### src/rtl/spi_cmd_pkg.sv
// Shared types and command-byte field positions for the SPI command decoder.
package spi_cmd_pkg;

    typedef enum logic [1:0] {
        IDLE = 2'd0,
        CMD  = 2'd1,
        DATA = 2'd2,
        ERR  = 2'd3
    } state_e;

    localparam int         CMD_W_BIT   = 7;
    localparam int         CMD_INC_BIT = 6;
    localparam int         CMD_RSV_MSB = 5;
    localparam int         CMD_RSV_LSB = 4;
    localparam logic [7:0] ERR_FILL    = 8'hFF;

endpackage

### src/rtl/spi_cmd_decoder.sv
// Interprets SPI frames from the byte shifter: byte 0 is a command, later bytes are
// write data or read dummies. Drives a register-file write port and feeds MISO bytes back.
module spi_cmd_decoder
    import spi_cmd_pkg::*;
#(
    parameter int NUM_REGS = 16,
    parameter int DATA_W   = 8
) (
    input  logic              clk,
    input  logic              rst_n,
    input  logic              cs_active,
    input  logic              rx_valid,
    input  logic [DATA_W-1:0] rx_data,
    output logic [DATA_W-1:0] tx_data,
    output logic              tx_load,
    output logic              wr_en,
    output logic [3:0]        wr_addr,
    output logic [DATA_W-1:0] wr_data,
    output logic [3:0]        rd_addr,
    input  logic [DATA_W-1:0] rd_data,
    output logic              err,
    output logic              busy
);

    localparam logic [3:0] LAST_ADDR = 4'(NUM_REGS - 1);

    state_e            state_q, state_d;
    logic              cs_prev_q, cs_prev_d;
    logic [3:0]        addr_q, addr_d;
    logic              wr_mode_q, wr_mode_d;
    logic              inc_q, inc_d;
    logic              ld_pend_q, ld_pend_d;
    logic [DATA_W-1:0] tx_data_q, tx_data_d;
    logic              tx_load_q, tx_load_d;
    logic              wr_en_q, wr_en_d;
    logic [3:0]        wr_addr_q, wr_addr_d;
    logic [DATA_W-1:0] wr_data_q, wr_data_d;
    logic [3:0]        rd_addr_q, rd_addr_d;
    logic              err_q, err_d;

    logic       cs_rise;
    logic       byte_ok;
    logic       cmd_bad;
    logic [3:0] next_addr;

    assign cs_rise   = cs_active & ~cs_prev_q;
    // A byte arriving together with CS release belongs to no frame and is dropped.
    assign byte_ok   = rx_valid & cs_active;
    assign cmd_bad   = (rx_data[CMD_RSV_MSB:CMD_RSV_LSB] != 2'b00) || (rx_data[3:0] > LAST_ADDR);
    assign next_addr = (addr_q == LAST_ADDR) ? 4'd0 : addr_q + 4'd1;

    always_ff @(posedge clk or negedge rst_n) begin
        if (!rst_n) begin
            state_q <= IDLE;
        end else begin
            state_q <= state_d;
        end
    end

    always_comb begin
        state_d = state_q;
        if (!cs_active) begin
            state_d = IDLE;
        end else begin
            unique case (state_q)
                IDLE:    if (cs_rise) state_d = CMD;
                CMD:     if (rx_valid) state_d = cmd_bad ? ERR : DATA;
                DATA:    state_d = DATA;
                ERR:     state_d = ERR;
                default: state_d = IDLE;
            endcase
        end
    end

    always_comb begin
        // NOTE: every _d starts from its hold value so no path through the case infers a latch.
        cs_prev_d = cs_active;
        addr_d    = addr_q;
        wr_mode_d = wr_mode_q;
        inc_d     = inc_q;
        ld_pend_d = 1'b0;
        tx_data_d = tx_data_q;
        tx_load_d = 1'b0;
        wr_en_d   = 1'b0;
        wr_addr_d = wr_addr_q;
        wr_data_d = wr_data_q;
        rd_addr_d = rd_addr_q;
        err_d     = err_q;

        unique case (state_q)
            IDLE: begin
                if (cs_rise) err_d = 1'b0;
            end
            CMD: begin
                if (byte_ok) begin
                    if (cmd_bad) begin
                        err_d     = 1'b1;
                        tx_data_d = ERR_FILL;
                    end else begin
                        addr_d    = rx_data[3:0];
                        wr_mode_d = rx_data[CMD_W_BIT];
                        inc_d     = rx_data[CMD_INC_BIT];
                        if (!rx_data[CMD_W_BIT]) begin
                            rd_addr_d = rx_data[3:0];
                            ld_pend_d = 1'b1;
                        end
                    end
                end
            end
            DATA: begin
                // rd_data reflects rd_addr_q one cycle after it was updated.
                if (ld_pend_q && cs_active) begin
                    tx_data_d = rd_data;
                    tx_load_d = 1'b1;
                end
                if (byte_ok) begin
                    if (wr_mode_q) begin
                        wr_en_d   = 1'b1;
                        wr_addr_d = addr_q;
                        wr_data_d = rx_data;
                    end else begin
                        ld_pend_d = 1'b1;
                        if (inc_q) rd_addr_d = next_addr;
                    end
                    if (inc_q) addr_d = next_addr;
                end
            end
            ERR: begin
                tx_data_d = ERR_FILL;
            end
            default: ;
        endcase
    end

    always_ff @(posedge clk or negedge rst_n) begin
        if (!rst_n) begin
            // NOTE: CS is treated as already high at reset, so a frame open across reset is ignored
            // until CS drops and rises again.
            cs_prev_q <= 1'b1;
            addr_q    <= '0;
            wr_mode_q <= 1'b0;
            inc_q     <= 1'b0;
            ld_pend_q <= 1'b0;
            tx_data_q <= '0;
            tx_load_q <= 1'b0;
            wr_en_q   <= 1'b0;
            wr_addr_q <= '0;
            wr_data_q <= '0;
            rd_addr_q <= '0;
            err_q     <= 1'b0;
        end else begin
            cs_prev_q <= cs_prev_d;
            addr_q    <= addr_d;
            wr_mode_q <= wr_mode_d;
            inc_q     <= inc_d;
            ld_pend_q <= ld_pend_d;
            tx_data_q <= tx_data_d;
            tx_load_q <= tx_load_d;
            wr_en_q   <= wr_en_d;
            wr_addr_q <= wr_addr_d;
            wr_data_q <= wr_data_d;
            rd_addr_q <= rd_addr_d;
            err_q     <= err_d;
        end
    end

    assign tx_data = tx_data_q;
    assign tx_load = tx_load_q;
    assign wr_en   = wr_en_q;
    assign wr_addr = wr_addr_q;
    assign wr_data = wr_data_q;
    assign rd_addr = rd_addr_q;
    assign err     = err_q;
    assign busy    = (state_q != IDLE);

endmodule
### config.mk
export PLATFORM = sky130hd
export DESIGN_NAME = spi_cmd_decoder
export DESIGN_NICKNAME = d
export VERILOG_FILES = /design/src/rtl/spi_cmd_pkg.sv /design/src/rtl/spi_cmd_decoder.sv
export SDC_FILE = /design/constraint.sdc
export NUM_CORES = 1
export LEC_CHECK = 0
export ABC_AREA = 1
export CORE_AREA = 8 8 78 80
export DETAILED_ROUTE_END_ITERATION = 10
export DIE_AREA = 0 0 86 88
export PLACE_DENSITY_LB_ADDON = 0.05
export SLEW_MARGIN = 25
export SYNTH_ARGS = -nofsm -noshare
export SYNTH_HDL_FRONTEND = slang
export SYNTH_SLANG_ARGS = --single-unit
### constraint.sdc
create_clock -name clk -period 1.35 [get_ports clk]
set_input_delay 0.27 -clock clk [delete_from_list [all_inputs] [get_ports clk]]
set_output_delay 0.27 -clock clk [all_outputs]
set_load 0.03 [all_outputs]
# == Word-level counts from Yosys, hierarchy flattened ==
# Index checks and enable logic that the tools add are counted.
# classes
n_bitwise,4
n_mux,36
addsub,1
n_eq_ne,15
reduce_logical,15
n_lt_le_gt_ge,1
# ops
cell,n
$mux 4,10
$mux 8,3
$pmux 8 s3,1
$ne 2x2->1 const B,9
$pmux 4 s2,2
$mux 1,14
$pmux 2 s4,1
$reduce_and 4->1,2
$reduce_bool 2->1,4
$reduce_and 7->1,1
$mux 2,3
$ne 3x3->1 const B,2
$reduce_and 3->1,2
$reduce_and 5->1,1
$add 4x1->4 const B,1
$eq 2x2->1 const B,2
$eq 4x4->1 const B,1
$gt 4x4->1 const B,1
$pmux 1 s2,2
$reduce_bool 3->1,1
$and 1x1->1,2
$eq 2x1->1 const B,1
$logic_not 2->1,1
$not 1->1,2
3 further kinds,3
# totals
regBits,37

# == Depth between registers and ports, before layout ==
# logic_depth
ltp_word,6
depth_mapped,10
ltp_nobuf,9

# == Worst setup path after synthesis ==
# OpenSTA, ideal clock, no wires.
# synth_timing
path_type,register to register
start,register state_q[0]
end,register tx_data_q[0] (netlist: tx_data[0])
period_less_slack_ns,1.473
t_required_ns,1.232
n_path_buf,2
path_stages_with_launch,9
path_slack_ns,-0.123
arrival_time_ns,1.355
cell_sequence,dfrtp_1 inv_1 ha_1 buf_6 inv_2 clkbuf_1 or2_2 nand2_1 nand2_1
# synth_via
elab_chain_len,3
# synth_rtl
element,line_no,rtl
start: declaration,spi_cmd_decoder.sv:27,"state_e state_q, state_d;"
start signal: assignment,spi_cmd_decoder.sv:56,state_q <= state_d;
$eq 2x2->1 or $eq 2x1->1 (tied branches),spi_cmd_decoder.sv:90,unique case (state_q)
$ne 2x2->1 (no line) or $reduce_bool 3->1 (tied branches),n/a,
$reduce_and 4->1 (no line),n/a,
end signal: assignment,spi_cmd_decoder.sv:157,tx_data_q <= tx_data_d;
end: declaration,spi_cmd_decoder.sv:33,"logic [DATA_W-1:0] tx_data_q, tx_data_d;"
# Parallel ways exist; a longest one is shown, timed or not.
# A chain may end at the register's enable or synchronous reset.

# == Final worst setup path ==
# layout_timing
start,register state_q[0]
end,output busy
# layout_via
elab_chain_len,1
# layout_rtl
element,line_no,rtl
$reduce_bool 2->1,spi_cmd_decoder.sv:174,assign busy = (state_q != IDLE);
end: declaration,spi_cmd_decoder.sv:22,output logic busy
# Every way passes these cells.

==> results.env <==
TIMING.CRITICAL_PATH.SLOWEST_CELL_DELAY_NS=0.46
MIN_CYCLE_TIME_LAYOUT_NS=1.44
TRITONCTS='done'
USE_MET3_PCT=5.53
NUM_ROWS=26
VIA_COUNT_OF_THE_FIRST_GLOBAL_ROUTING_PASS=1744
WORST_HOLD_PATH_TYPE='in -> async'
CORE_UM2=4910
ROUTED_WIRE_LENGTH_PER_INSTANCE_UM=12.2
FINALWORSTSETUPSLACK_NS=-0.0914
SLEW_VIOL_FINAL=0
POST_SYNTH_NUM_CELL_TYPES=26
YS.WARNINGS.COUNT=0
REPORT.FINAL.SETUP_VIOL=20
CLOCK_TREE.HTREE_LEVEL_COUNT=2
WORST_SLEW_MARGIN_REL_PCT=74.5
WORST-ENDPOINT-REQUIRED_NS=1.08
FP.DIEW_UM=86
PORT_BUFFERS=47
ENDPOINT_KIND='output pin'
GP_CONGESTION=0.876
GR-USAGE-MET2_PCT=23.1
LAYOUT_WORST_PATH_CYCLE_SHARE_PCT=107
WORST-PATH-MAX-FANOUT=4
DIE-HEIGHT_UM=88
FINAL-INSTANCE-COUNT-EXCL-FILL=373
DRC_VIOLS=0
CELLS_TAKING_THE_MOST_AREA_AFTER_SYNTHESIS='dfrtp_1 48%, nand2_1 16%, ha_1 5.3%, inv_1 5.0%, nor2_1 3.8%'
GRT_UTIL_ALL_LAYERS_PCT=13.2
CRITICAL_PATH.TOP_DELAY_FAMILY='flip-flops'
GRT_MAX_DEGREE=24
TIMING_HOLD_VIOLATIONS_FINAL=0
ANTENNA_LEFT=0
ANTENNA_CELLS=0
GRT_FIRST_PASS_WIRELENGTH_UM=7820
MAXCAPVIOLATIONS=0
SHARE_OF_CELLS_ABOVE_DRIVE_STRENGTH_1_PCT=33.0
AREA_GROWTH_SYN_TO_LAYOUT_PCT=52.1
SYNTH_TOP_CELL_BY_AREA='dfrtp_1'
GRT_OVERFLOW_TOTAL=0
FINALWIRELENGTH_UM=4550
POSTSYNTHNETCOUNT=257
POWER.DENSITY_nW_PER_UM2=2440
FINAL_CELL_MIX='79 x nand2_1, 34 x dfrtp_1, 28 x buf_4, 18 x clkdlybuf4s50_1, 17 x inv_1'
PATH_CELLS='inv_4 -> ha_4 -> inv_2 -> buf_6'
FINALHOLDWORSTSLACK_NS=0.433
FAILED_CHECKS='negative setup slack'
FLOORPLAN.IO_PINS=48
DP_CELLS=360
SETUP_REPAIR_AFTER_GLOBAL_ROUTING_MISSED_ITS_MARGIN='true'
GLOBAL_ROUTE.PEAK_USAGE_LAYER='met2'
TIMING.CRITICAL_PATH.FROM_TYPE='flip-flop'
TRITONCTS.NUM_BUFFERS=5
GRT_ANTENNA_BEFORE_REPAIR=0
CTS_ROOT_BUFFER='clkbuf_8'
NETLIST.AREA_LEADER.SHARE_PCT=47.5
CTS_SINKS=37
CP_DATA_ARRIVAL_TIME_NS=1.17
CELLS_AFTER_SYNTH=229
POSTLAYOUTCELLAREA_UM2=2880
PIN_SLEW_WITH_THE_LEAST_HEADROOM_TO_ITS_LIMIT_NS=0.382
POST-DP-HPWL_UM=3490
DRT-INITIAL-DRC-COUNT=43
WORST_SETUP_HOLD_PATH_CLK_SLEW_NS=0.07
OUTCOME='finished with violations'
MAX-VDD-IR-DROP_mV=1.15
FINAL_COMMON_CELL='nand2_1'
DETAIL_ROUTED_VIA_COUNT_PER_CELL=4.42
CRITICAL_PATH.STARTPOINT='state_q[0]$_DFFE_PN0P_'
SYN-MEAN-INSTANCE-AREA_UM2=8.28
SYN-CELL-AREA_UM2=1900
MAXCLOCKFREQUENCY_MHz=694
CRITICAL_PATH_CELL_WITH_THE_HIGHEST_STAGE_DELAY='dfrtp_2'
YS_FF_LATCH=37
DRTPASS1ITERATIONS=4
CLOCKBUFFERDEPTH=2
GRT.MET1_USAGE_PCT=13.9
DETAILROUTE.VIA_COUNT=1649
LEAKAGE_uW=0.00144
DIE-AREA_UM2=7570
R2R-START='state_q[0]$_DFFE_PN0P_'
INITIAL_CORE_UTIL_PCT=38.6
WORST_CLOCK_SKEW_NS=0.00483
FRACTION_OF_THE_YOSYS_AREA_TAKEN_BY_SEQUENTIAL_CELLS_PCT=48.9
CP_NUM_BUF_INV=3
CRITICAL_PATH_CLASS='reg -> out'
PLACED_STANDARD_CELL_AREA_UM2=2600
NUM-NETS-FINAL=330
INSERTION_DELAY_NS=0.29
## kinds of logic after synthesis
logic type	count (synthesis)	synth area share [%]
simple gates	123	28.7
flops	37	48.9
buf+inv	32	7.33
compound gates	29	9.77
fa+ha+maj	8	5.28
## cells in the mapped netlist, drive strengths merged
master	n
o21ai	15
ha	8
dfrtp	36
nor2	23
nand3	3
buf	3
dfstp	1
nand2	86
or2	8
a21oi	10
inv	28
nor3	1
o21bai	4
nand4	2
clkbuf	1
## metal layers
metal	up-vias	share of wire [%]
met3	8	6.5
met5	-	0
met1	764	41
li1	846	-
met2	31	51
met4	0	1.6
## path summary, 6_finish.rpt
kind	to	slack, ns	cells past startpoint
max	busy	-0.09	4
min	wr_mode_q$_DFFE_PN0P_	0.43	2
max reg2reg	rd_addr[0]$_DFFE_PN0P_	-0.07	6
min reg2reg	tx_data[7]$_DFFE_PN0P_	0.47	2
max in group asynchronous	wr_en$_DFF_PN0_	0.47	3
min in group clk	tx_data[7]$_DFFE_PN0P_	0.47	2
## per-stage QoR
stage | TNS [ns] | setup WS (ns) | util, % | power (uW)
final | -0.821 | -0.0914 | 58.7 | 7040
after global routing | -3.29 | -0.153 | 58.7 | 7620
after CTS | -0.934 | -0.0974 | 58.7 | 7120
after detailed placement | -5.41 | -0.230 | 53.0 | 5720
after global placement | -5.07 | -0.190 | 53.0 | 5680
after floorplan | -0.00379 | -0.00379 | - | 4300
## sequential cells by signal (all words and copies together), names as in the netlist
name / cells
tx_data: 8
wr_data: 8
addr_q: 4
rd_addr: 4
wr_addr: 4
state_q: 2
cs_prev_q: 1
err: 1
inc_q: 1
ld_pend_q: 1
tx_load: 1
wr_en: 1
wr_mode_q: 1
## final cells by class
class                           instances  area [um^2]
Clock inverter                          1         30.0
Multi-Input combinational cell        160          981
Fill cell                             461         2030
Tap cell                               70         87.6
Inverter                               28          118
Clock buffer                            7         86.3
Timing Repair Buffer                   70          651
Sequential cell                        37          930
## timing repair
action | CTS | global route
buffers inserted | 4 | 0
hold buffers | 1 | 0
endpoints found under the setup margin | 45 | 42
gates resized for setup | 54 | 12
pin swaps | 16 | 1
hold endpoints to repair | 13 | 0
## report_power, final
part	switching, uW	leakage (uW)	total (uW)	internal [uW]
Clock	377	0.0000585	979	602
Combinational	2400	0.000922	4090	1690
Sequential	355	0.000461	1970	1620
(Power assumes the default switching activity.)
